<file path="src/rtl/alu_seq_pkg.sv">
// rtl/alu_seq_pkg.sv - op codes and FSM state encoding for the ALU micro-sequencer
package alu_seq_pkg;

    localparam logic [2:0] OP_ADD = 3'd0;
    localparam logic [2:0] OP_SUB = 3'd1;
    localparam logic [2:0] OP_CMP = 3'd2;
    localparam logic [2:0] OP_ROR = 3'd3;
    localparam logic [2:0] OP_DIV = 3'd4;
    localparam logic [2:0] OP_NOP = 3'd5;

    typedef enum logic [2:0] {
        IDLE,
        EXEC,
        SHIFT,
        D_TEST,
        D_EVAL,
        D_SUB,
        DONE
    } state_t;

endpackage

</file>
<file path="src/rtl/alu_seq.sv">
// rtl/alu_seq.sv - micro-sequencer driving ALU strobes for ADD/SUB/CMP/ROR/DIV
module alu_seq
    import alu_seq_pkg::*;
#(
    parameter int DIV_LIMIT = 255
) (
    input  logic       clk,
    input  logic       resetBar,
    input  logic       start,
    input  logic [2:0] op,
    input  logic [2:0] count,
    input  logic       flagCarry,
    input  logic       aIsZero,
    output logic       busy,
    output logic       done,
    output logic [7:0] quotient,
    output logic       overflow,
    output logic       doSubtract,
    output logic       assertBarE,
    output logic       assertBarS,
    output logic       triggerC,
    output logic       triggerS,
    output logic       loadA
);

    localparam logic [7:0] LIMIT = 8'(DIV_LIMIT);

    state_t     state, state_next;
    logic [2:0] op_q;
    logic [2:0] cur_op;
    logic [3:0] shift_cnt;
    logic       accept, ovf_set;
    logic       sub_d, be_d, bs_d, tc_d, ts_d, la_d;

    always_ff @(posedge clk or negedge resetBar) begin
        if (!resetBar) state <= IDLE;
        else           state <= state_next;
    end

    // Outputs are registered, so strobes are decoded from the state being entered.
    always_comb begin
        accept     = start && (state == IDLE || state == DONE);
        cur_op     = accept ? op : op_q;
        state_next = state;
        ovf_set    = 1'b0;
        case (state)
            IDLE, DONE: begin
                if (accept) begin
                    case (op)
                        OP_ADD, OP_SUB, OP_CMP: state_next = EXEC;
                        OP_ROR:                 state_next = SHIFT;
                        OP_DIV:                 state_next = D_TEST;
                        OP_NOP:                 state_next = DONE;
                        default:                state_next = DONE;
                    endcase
                end else begin
                    state_next = IDLE;
                end
            end
            EXEC:   state_next = DONE;
            SHIFT:  if (shift_cnt == 4'd1) state_next = DONE;
            D_TEST: state_next = D_EVAL;
            D_EVAL: begin
                if (aIsZero || !flagCarry) begin
                    state_next = DONE;
                end else if (quotient == LIMIT) begin
                    ovf_set    = 1'b1;
                    state_next = DONE;
                end else begin
                    state_next = D_SUB;
                end
            end
            D_SUB:  state_next = D_TEST;
            default: state_next = IDLE;
        endcase

        sub_d = 1'b0;
        be_d  = 1'b1;
        bs_d  = 1'b1;
        tc_d  = 1'b0;
        ts_d  = 1'b0;
        la_d  = 1'b0;
        case (state_next)
            EXEC: begin
                sub_d = (cur_op == OP_CMP) | cur_op[0];
                be_d  = (cur_op == OP_CMP);
                la_d  = (cur_op != OP_CMP);
                tc_d  = 1'b1;
            end
            SHIFT: begin
                bs_d = 1'b0;
                la_d = 1'b1;
                ts_d = 1'b1;
            end
            D_TEST: begin
                sub_d = 1'b1;
                tc_d  = 1'b1;
            end
            D_SUB: begin
                sub_d = 1'b1;
                be_d  = 1'b0;
                la_d  = 1'b1;
                tc_d  = 1'b1;
            end
            default: ;
        endcase
    end

    always_ff @(posedge clk or negedge resetBar) begin
        if (!resetBar) begin
            op_q       <= OP_ADD;
            shift_cnt  <= 4'd0;
            quotient   <= 8'd0;
            overflow   <= 1'b0;
            busy       <= 1'b0;
            done       <= 1'b0;
            doSubtract <= 1'b0;
            assertBarE <= 1'b1;
            assertBarS <= 1'b1;
            triggerC   <= 1'b0;
            triggerS   <= 1'b0;
            loadA      <= 1'b0;
        end else begin
            busy       <= !(state_next == IDLE || state_next == DONE);
            done       <= (state_next == DONE);
            doSubtract <= sub_d;
            assertBarE <= be_d;
            assertBarS <= bs_d;
            triggerC   <= tc_d;
            triggerS   <= ts_d;
            loadA      <= la_d;
            if (accept) begin
                op_q      <= op;
                shift_cnt <= (count == 3'd0) ? 4'd8 : {1'b0, count};
                overflow  <= 1'b0;
                if (op == OP_DIV) quotient <= 8'd0;
            end else begin
                if (state == SHIFT) shift_cnt <= shift_cnt - 4'd1;
                if (state == D_SUB) quotient <= quotient + 8'd1;
                if (ovf_set) overflow <= 1'b1;
            end
        end
    end

endmodule

</file>
<file path="config.mk">
export PLATFORM = sky130hd
export DESIGN_NAME = alu_seq
export DESIGN_NICKNAME = d
export VERILOG_FILES = /design/src/rtl/alu_seq_pkg.sv /design/src/rtl/alu_seq.sv
export SDC_FILE = /design/constraint.sdc
export NUM_CORES = 1
export LEC_CHECK = 0
export ABC_CLOCK_PERIOD_IN_PS = 2040
export BUFFER_PORTS_ARGS = -buffer_cell sky130_fd_sc_hd__buf_2
export CELL_PAD_IN_SITES_DETAIL_PLACEMENT = 1
export CELL_PAD_IN_SITES_GLOBAL_PLACEMENT = 2
export CORE_UTILIZATION = 31
export DETAILED_ROUTE_END_ITERATION = 10
export GPL_ROUTABILITY_DRIVEN = 0
export GPL_TIMING_DRIVEN = 0
export PLACE_DENSITY_LB_ADDON = 0.1
export SETUP_SLACK_MARGIN = 0.2
export SYNTH_ARGS = -nofsm -noshare
export SYNTH_HDL_FRONTEND = slang
export SYNTH_SLANG_ARGS = --single-unit
</file>
<file path="constraint.sdc">
create_clock -name clk -period 2.04 [get_ports clk]
set_clock_uncertainty 0.2 [all_clocks]
set_input_delay 0 -clock clk [delete_from_list [all_inputs] [get_ports clk]]
set_output_delay 0 -clock clk [all_outputs]
set_load 0.01 [all_outputs]
</file>
; After elaboration in Yosys (flattened, before gate mapping)
; Cells that the tools add are included.
[classes]
add_sub_neg = 2
mux = 24
n_reduce_logical = 19
eq_ne = 20
bitwise = 1
[op_table]
columns = cell, count
row1 = $mux W8, 3
row2 = $eq A3 B2 Y1 const B, 7
row3 = $eq A3 B3 Y1 const B, 6
row4 = $pmux W3 S6, 1
row5 = $logic_not A3 Y1, 4
row6 = $mux W4, 3
row7 = $eq A3 B1 Y1 const B, 3
row8 = $mux W3, 3
row9 = $pmux W3 S3, 1
row10 = $add A8 B1 Y8 const B, 1
row11 = $eq A8 B8 Y1 const B, 1
row12 = $mux W1, 8
row13 = $pmux W1 S2, 3
row14 = $reduce_bool A2 Y1, 3
row15 = $reduce_or A2 Y1, 3
row16 = $reduce_or A3 Y1, 2
row17 = $eq A4 B1 Y1 const B, 1
row18 = $mux W2, 2
row19 = $sub A4 B1 Y4 const B, 1
row20 = $logic_or A1 B1 Y1, 3
row21 = $ne A3 B2 Y1 const B, 1
row22 = $logic_not A1 Y1, 2
row23 = $ne A2 B1 Y1 const B, 1
row24 = $reduce_and A2 Y1, 1
row25 = 2 further kinds, 2
[word_totals]
reg_bits = 27
output_inout_bits = 17

; Logic depth before layout (Yosys ltp)
[logic_depth]
ltp_word = 8
ltp_mapped = 8
ltp_nobuf = 7

; Worst setup path before layout
; Ideal clock, no wire load.
[synth_path]
kind = register -> register
startpoint = register quotient[0]
endpoint = register doSubtract
path_slack_ps = -27
stages_incl_launch_ff = 9
n_path_buf = 1
setup_ps = 133
t_arrival_ps = 1734
period_less_slack_ps = 2067
path_cell_list = dfrtp_1 > ha_1 > nand3_1 > o21ai_0 > a211oi_2 > buf_2 > inv_2 > nor3_1 > a21oi_1
[synth_via]
elab_chain_cells = 7
word_cells_on_any_way = 9
classes_between = eq/ne (4) / mux (4) / reduce/logical (1)
[synth_lines]
columns = element, line
row1 = "start, declared", alu_seq.sv:16  ; output logic [7:0] quotient,
row2 = "start signal, assigned", alu_seq.sv:139  ; if (state == D_SUB) quotient <= quotient + 8'd1;
row3 = $eq A8 B8 Y1 *, alu_seq.sv:66  ; end else if (quotient == LIMIT) begin
row4 = $mux W2 *, alu_seq.sv:66
row5 = $mux W2 *, alu_seq.sv:64  ; if (aIsZero || !flagCarry) begin
row6 = $pmux W3 S6 *, alu_seq.sv:46  ; case (state)
row7 = via state_next[1], alu_seq.sv:28  ; state_t state, state_next;
row8 = $eq A3 B3 Y1 or $eq A3 B2 Y1 (tied branches), alu_seq.sv:83  ; case (state_next)
row9 = $reduce_or A2 Y1 (no line), --
row10 = $pmux W1 S2 *, alu_seq.sv:83
row11 = via sub_d, alu_seq.sv:33  ; logic sub_d, be_d, bs_d, tc_d, ts_d, la_d;
row12 = "end signal, assigned", alu_seq.sv:126  ; doSubtract <= sub_d;
row13 = "end, declared", alu_seq.sv:18  ; output logic doSubtract,
; The timed path passes the listed nets; every way through them passes the cells marked *.
; A chain may end at the register's enable or synchronous reset.

; Final worst setup path
[layout_path]
startpoint = register state[0]
endpoint = register quotient[5]
[layout_via]
elab_chain_cells = 5
word_cells_on_any_way = 9
classes_between = eq/ne (3) / mux (1) / reduce/logical (5)
[layout_lines]
columns = element, line
row1 = "start, declared", alu_seq.sv:28
row2 = "start signal, assigned", alu_seq.sv:37  ; else state <= state_next;
row3 = $eq A3 B3 Y1 or $logic_not A3 Y1 (tied branches), alu_seq.sv:42  ; accept = start && (state == IDLE || state == DONE);
row4 = $logic_or A1 B1 Y1, alu_seq.sv:42
row5 = $logic_and A1 B1 Y1, alu_seq.sv:42
row6 = $ne A2 B1 Y1 (no line) or $reduce_bool A2 Y1 (tied branches), --
row7 = $reduce_and A2 Y1 (no line), --
; Several ways; a longest one is shown, not always the timed one.

==> metrics.txt <==
post-route insts no fill=about 250; largest family of logic cells by synthesized area=simple AND/OR/NAND/NOR gates; Adder-Cell Fraction of Synth Area=0.0338; Worst Setup Start Kind=register; outcome=complete, but fails checks; via count=between 1,000 and 1,500; Slew headroom=0.582; setup ws final=-94.0 ps; GRT overflow=0; Worst Setup End Kind=register; DRT met1 WL=around 1800 µm; ys flop type=dfrtp_1; Yosys top cell by area=dfrtp_1; Highest Clock Rate=between 400 and 500 MHz; largest net degree at the start of global routing=28; wire length on met2=between 2000 and 2500 µm; Clk Latency, worst-skew pair=280 ps; post-route setup TNS=-179 ps; GRT Util Overall=0.171; dpl hpwl=2650 µm; CTS tree=built; Die Width=~70 µm; Synth cell types=between 50 and 60; Core ar.=approximately 4400 µm²; failing checks=setup timing; FF+latch count, synth=27; # diodes=0; Via density=between 5 and 6; Place WS=-237 ps; initial antenna violation count=0; Layout area overhead=51.0%; max-slew violations=0; sequential fraction of the synthesis area=0.469; Pwr per Cell Area=approximately 1600 nW/µm²; Final Hold Viols=0; root buf cell=clkbuf_8; Lkg Pwr=0.971 nW; fill count=490; die height=around 70 µm; Die Area=slightly below 5000 µm²; top sig layer=met4; DR WL/cell=16.6 µm; Reg area=about 700 µm²; Synth Warn #=0; max-cap viol count=0; unrepaired setup endpoints after global routing=true; Min Clock Period, post-route=~2100 ps; simple-gate share of the synthesized area=0.218; initial DRC count=18; Initial Util=0.327; crit path kind=register to register; count of final setup violators=5; clk buf depth=2; Syn Nets=150; worst hold path type=input port to register; crit path DAT=approximately 2200 ps; CTS sink count=27; Cell Count Post-Placement=215; EDFF count, synth=0; share of layout cells above drive strength 1=0.515; Port-buffer cells=27; # nets final=roughly 220; R2R Path Start=state[0]; VDD IR max=0.609 mV; CTS Buf Count=3; Detail Route Antenna Nets=0; Yosys top cell area share=0.433; row count=24; Crit. Startpoint=state[0]; crit-path max FO=7; area of the mapped netlist=between 1000 and 1500 µm²; I/O pin count=28; first-pass GRT wire length=roughly 6700 µm; metal3 WL=97 µm; mux contribution to synthesized area=0.0147; ranking of synthesized cells by area=dfrtp_1, dfstp_2, o21ai_0; CTS clk-pin slew, worst paths=~100 ps; worst-margin pin slew=626 ps; drt first pass iters=4; CTS H-tree depth=1; asr flop ratio synth=1.00; Mapped Cells=136; vias in the first global route=approximately 1,300; area of the multi-input gates=approximately 870 µm²; CP required=between 2000 and 2500 ps; Tcrit/Tclk final=1.05; XOR/XNOR Fraction of Synth Area=0.0372; min-delay src=start; Syn Area/Cell=between 10 and 15 µm²; Synth Area in Compound Gates=0.171; DRC=0; WL final=between 4000 and 5000 µm
cells in the mapped netlist (all sizes together), types with 2 or more instances:
master / instances
a21oi: 7
a221o: 2
buf: 5
dfrtp: 25
dfstp: 2
ha: 3
inv: 10
nand2: 9
nand3: 6
nand3b: 2
nor2: 9
nor3: 5
nor4: 2
o211ai: 2
o21ai: 10
o31ai: 3
o41ai: 2
or2: 2
or3: 2
or4: 2
or4b: 2
xnor2: 2
xor2: 2
layout by cell type, fill, tap and decap left out, types with 3 or more instances in the layout:
cell | Yosys | layout
a21oi_1 | 7 | 5
buf_2 | 2 | 27
buf_4 | 0 | 22
buf_6 | 3 | 7
clkbuf_8 | 0 | 3
dfrtp_1 | 25 | 22
dfrtp_2 | 0 | 3
dlygate4sd3_1 | 0 | 8
inv_1 | 9 | 7
nand2_1 | 9 | 9
nand3_1 | 6 | 4
nor2_1 | 8 | 7
nor3_1 | 5 | 4
o21ai_1 | 0 | 5
o21ai_2 | 1 | 3
routing by layer:
layer  global-route usage  up-vias
li1                     -      616
met1                0.211      654
met2                0.302       23
met3               0.0231        6
met4               0.0644        0
met5                    0        -
state kept, by name, indices dropped and copies added (netlist names):
register    flops
assertBarS      1
op_q            3
shift_cnt       4
assertBarE      1
busy            1
doSubtract      1
triggerS        1
done            1
overflow        1
triggerC        1
loadA           1
quotient        8
state           3
critical path: stages, from the launching register on:
cell	delay, ps
dfrtp_2	490
or3b_4	420
o21ai_2	100
a211oi_4	90
buf_4	160
or4b_1	470
a21oi_1	140
final timing paths:
path	depth (start not counted)	slack (ps)	to
worst max register to register	6	-90	quotient[5]
worst min register to register	2	340	overflow
worst min-delay path	4	10	op_q[2]
min in group asynchronous	2	60	shift_cnt[2]
worst max-delay path	6	-90	quotient[5]
max in group asynchronous	2	1140	quotient[4]
per-stage QoR:
stage                     power, mW  hold slack, ps  instance area, µm²  utilization
after floorplan                2.02            -496                1500            -
after global placement         2.41            -151                1700        0.385
after detailed placement       2.45            -130                1700        0.385
after CTS                      3.25           -2.08                2050        0.465
after global routing           3.73            31.6                2180        0.494
final                          3.49            9.63                2180        0.494
cells by family after synthesis:
| group | count (synthesis) |
|---|---|
| XOR/XNOR | 4 |
| flip-flops | 27 |
| adder cells (fa/ha/maj) | 4 |
| multiplexers | 2 |
| buffers and inverters | 15 |
| AO/OA/AOI/OAI | 33 |
| AND/OR/NAND/NOR | 51 |
where the power goes:
part           switching [mW]  internal (mW)  total [mW]  leakage [nW]
combinational            1.08           1.09        2.18         0.612
clock                   0.187          0.139       0.326        0.0217
sequential              0.202          0.785       0.987         0.337
what timing repair did:
| item | 4_1_cts | 5_1_grt |
|---|---|---|
| endpoints found under the setup margin | 17 | 20 |
| endpoints found under the hold margin | 42 | 0 |
| resized for setup | 23 | 11 |
| hold buffers | 8 | 0 |
| setup buffers | 14 | 11 |
| pin swaps | 14 | 5 |
final cells by class:
cell class | count | area share
multi-input combinational | 94 | 0.397
sequential | 27 | 0.313
timing repair buffer | 60 | 0.194
tap | 52 | 0.0298
buffer | 5 | 0.0258
clock buffer | 3 | 0.0189
inverter | 10 | 0.0183
clock inverter | 1 | 0.00344
Note: power is estimated with default switching activity, not from simulation.
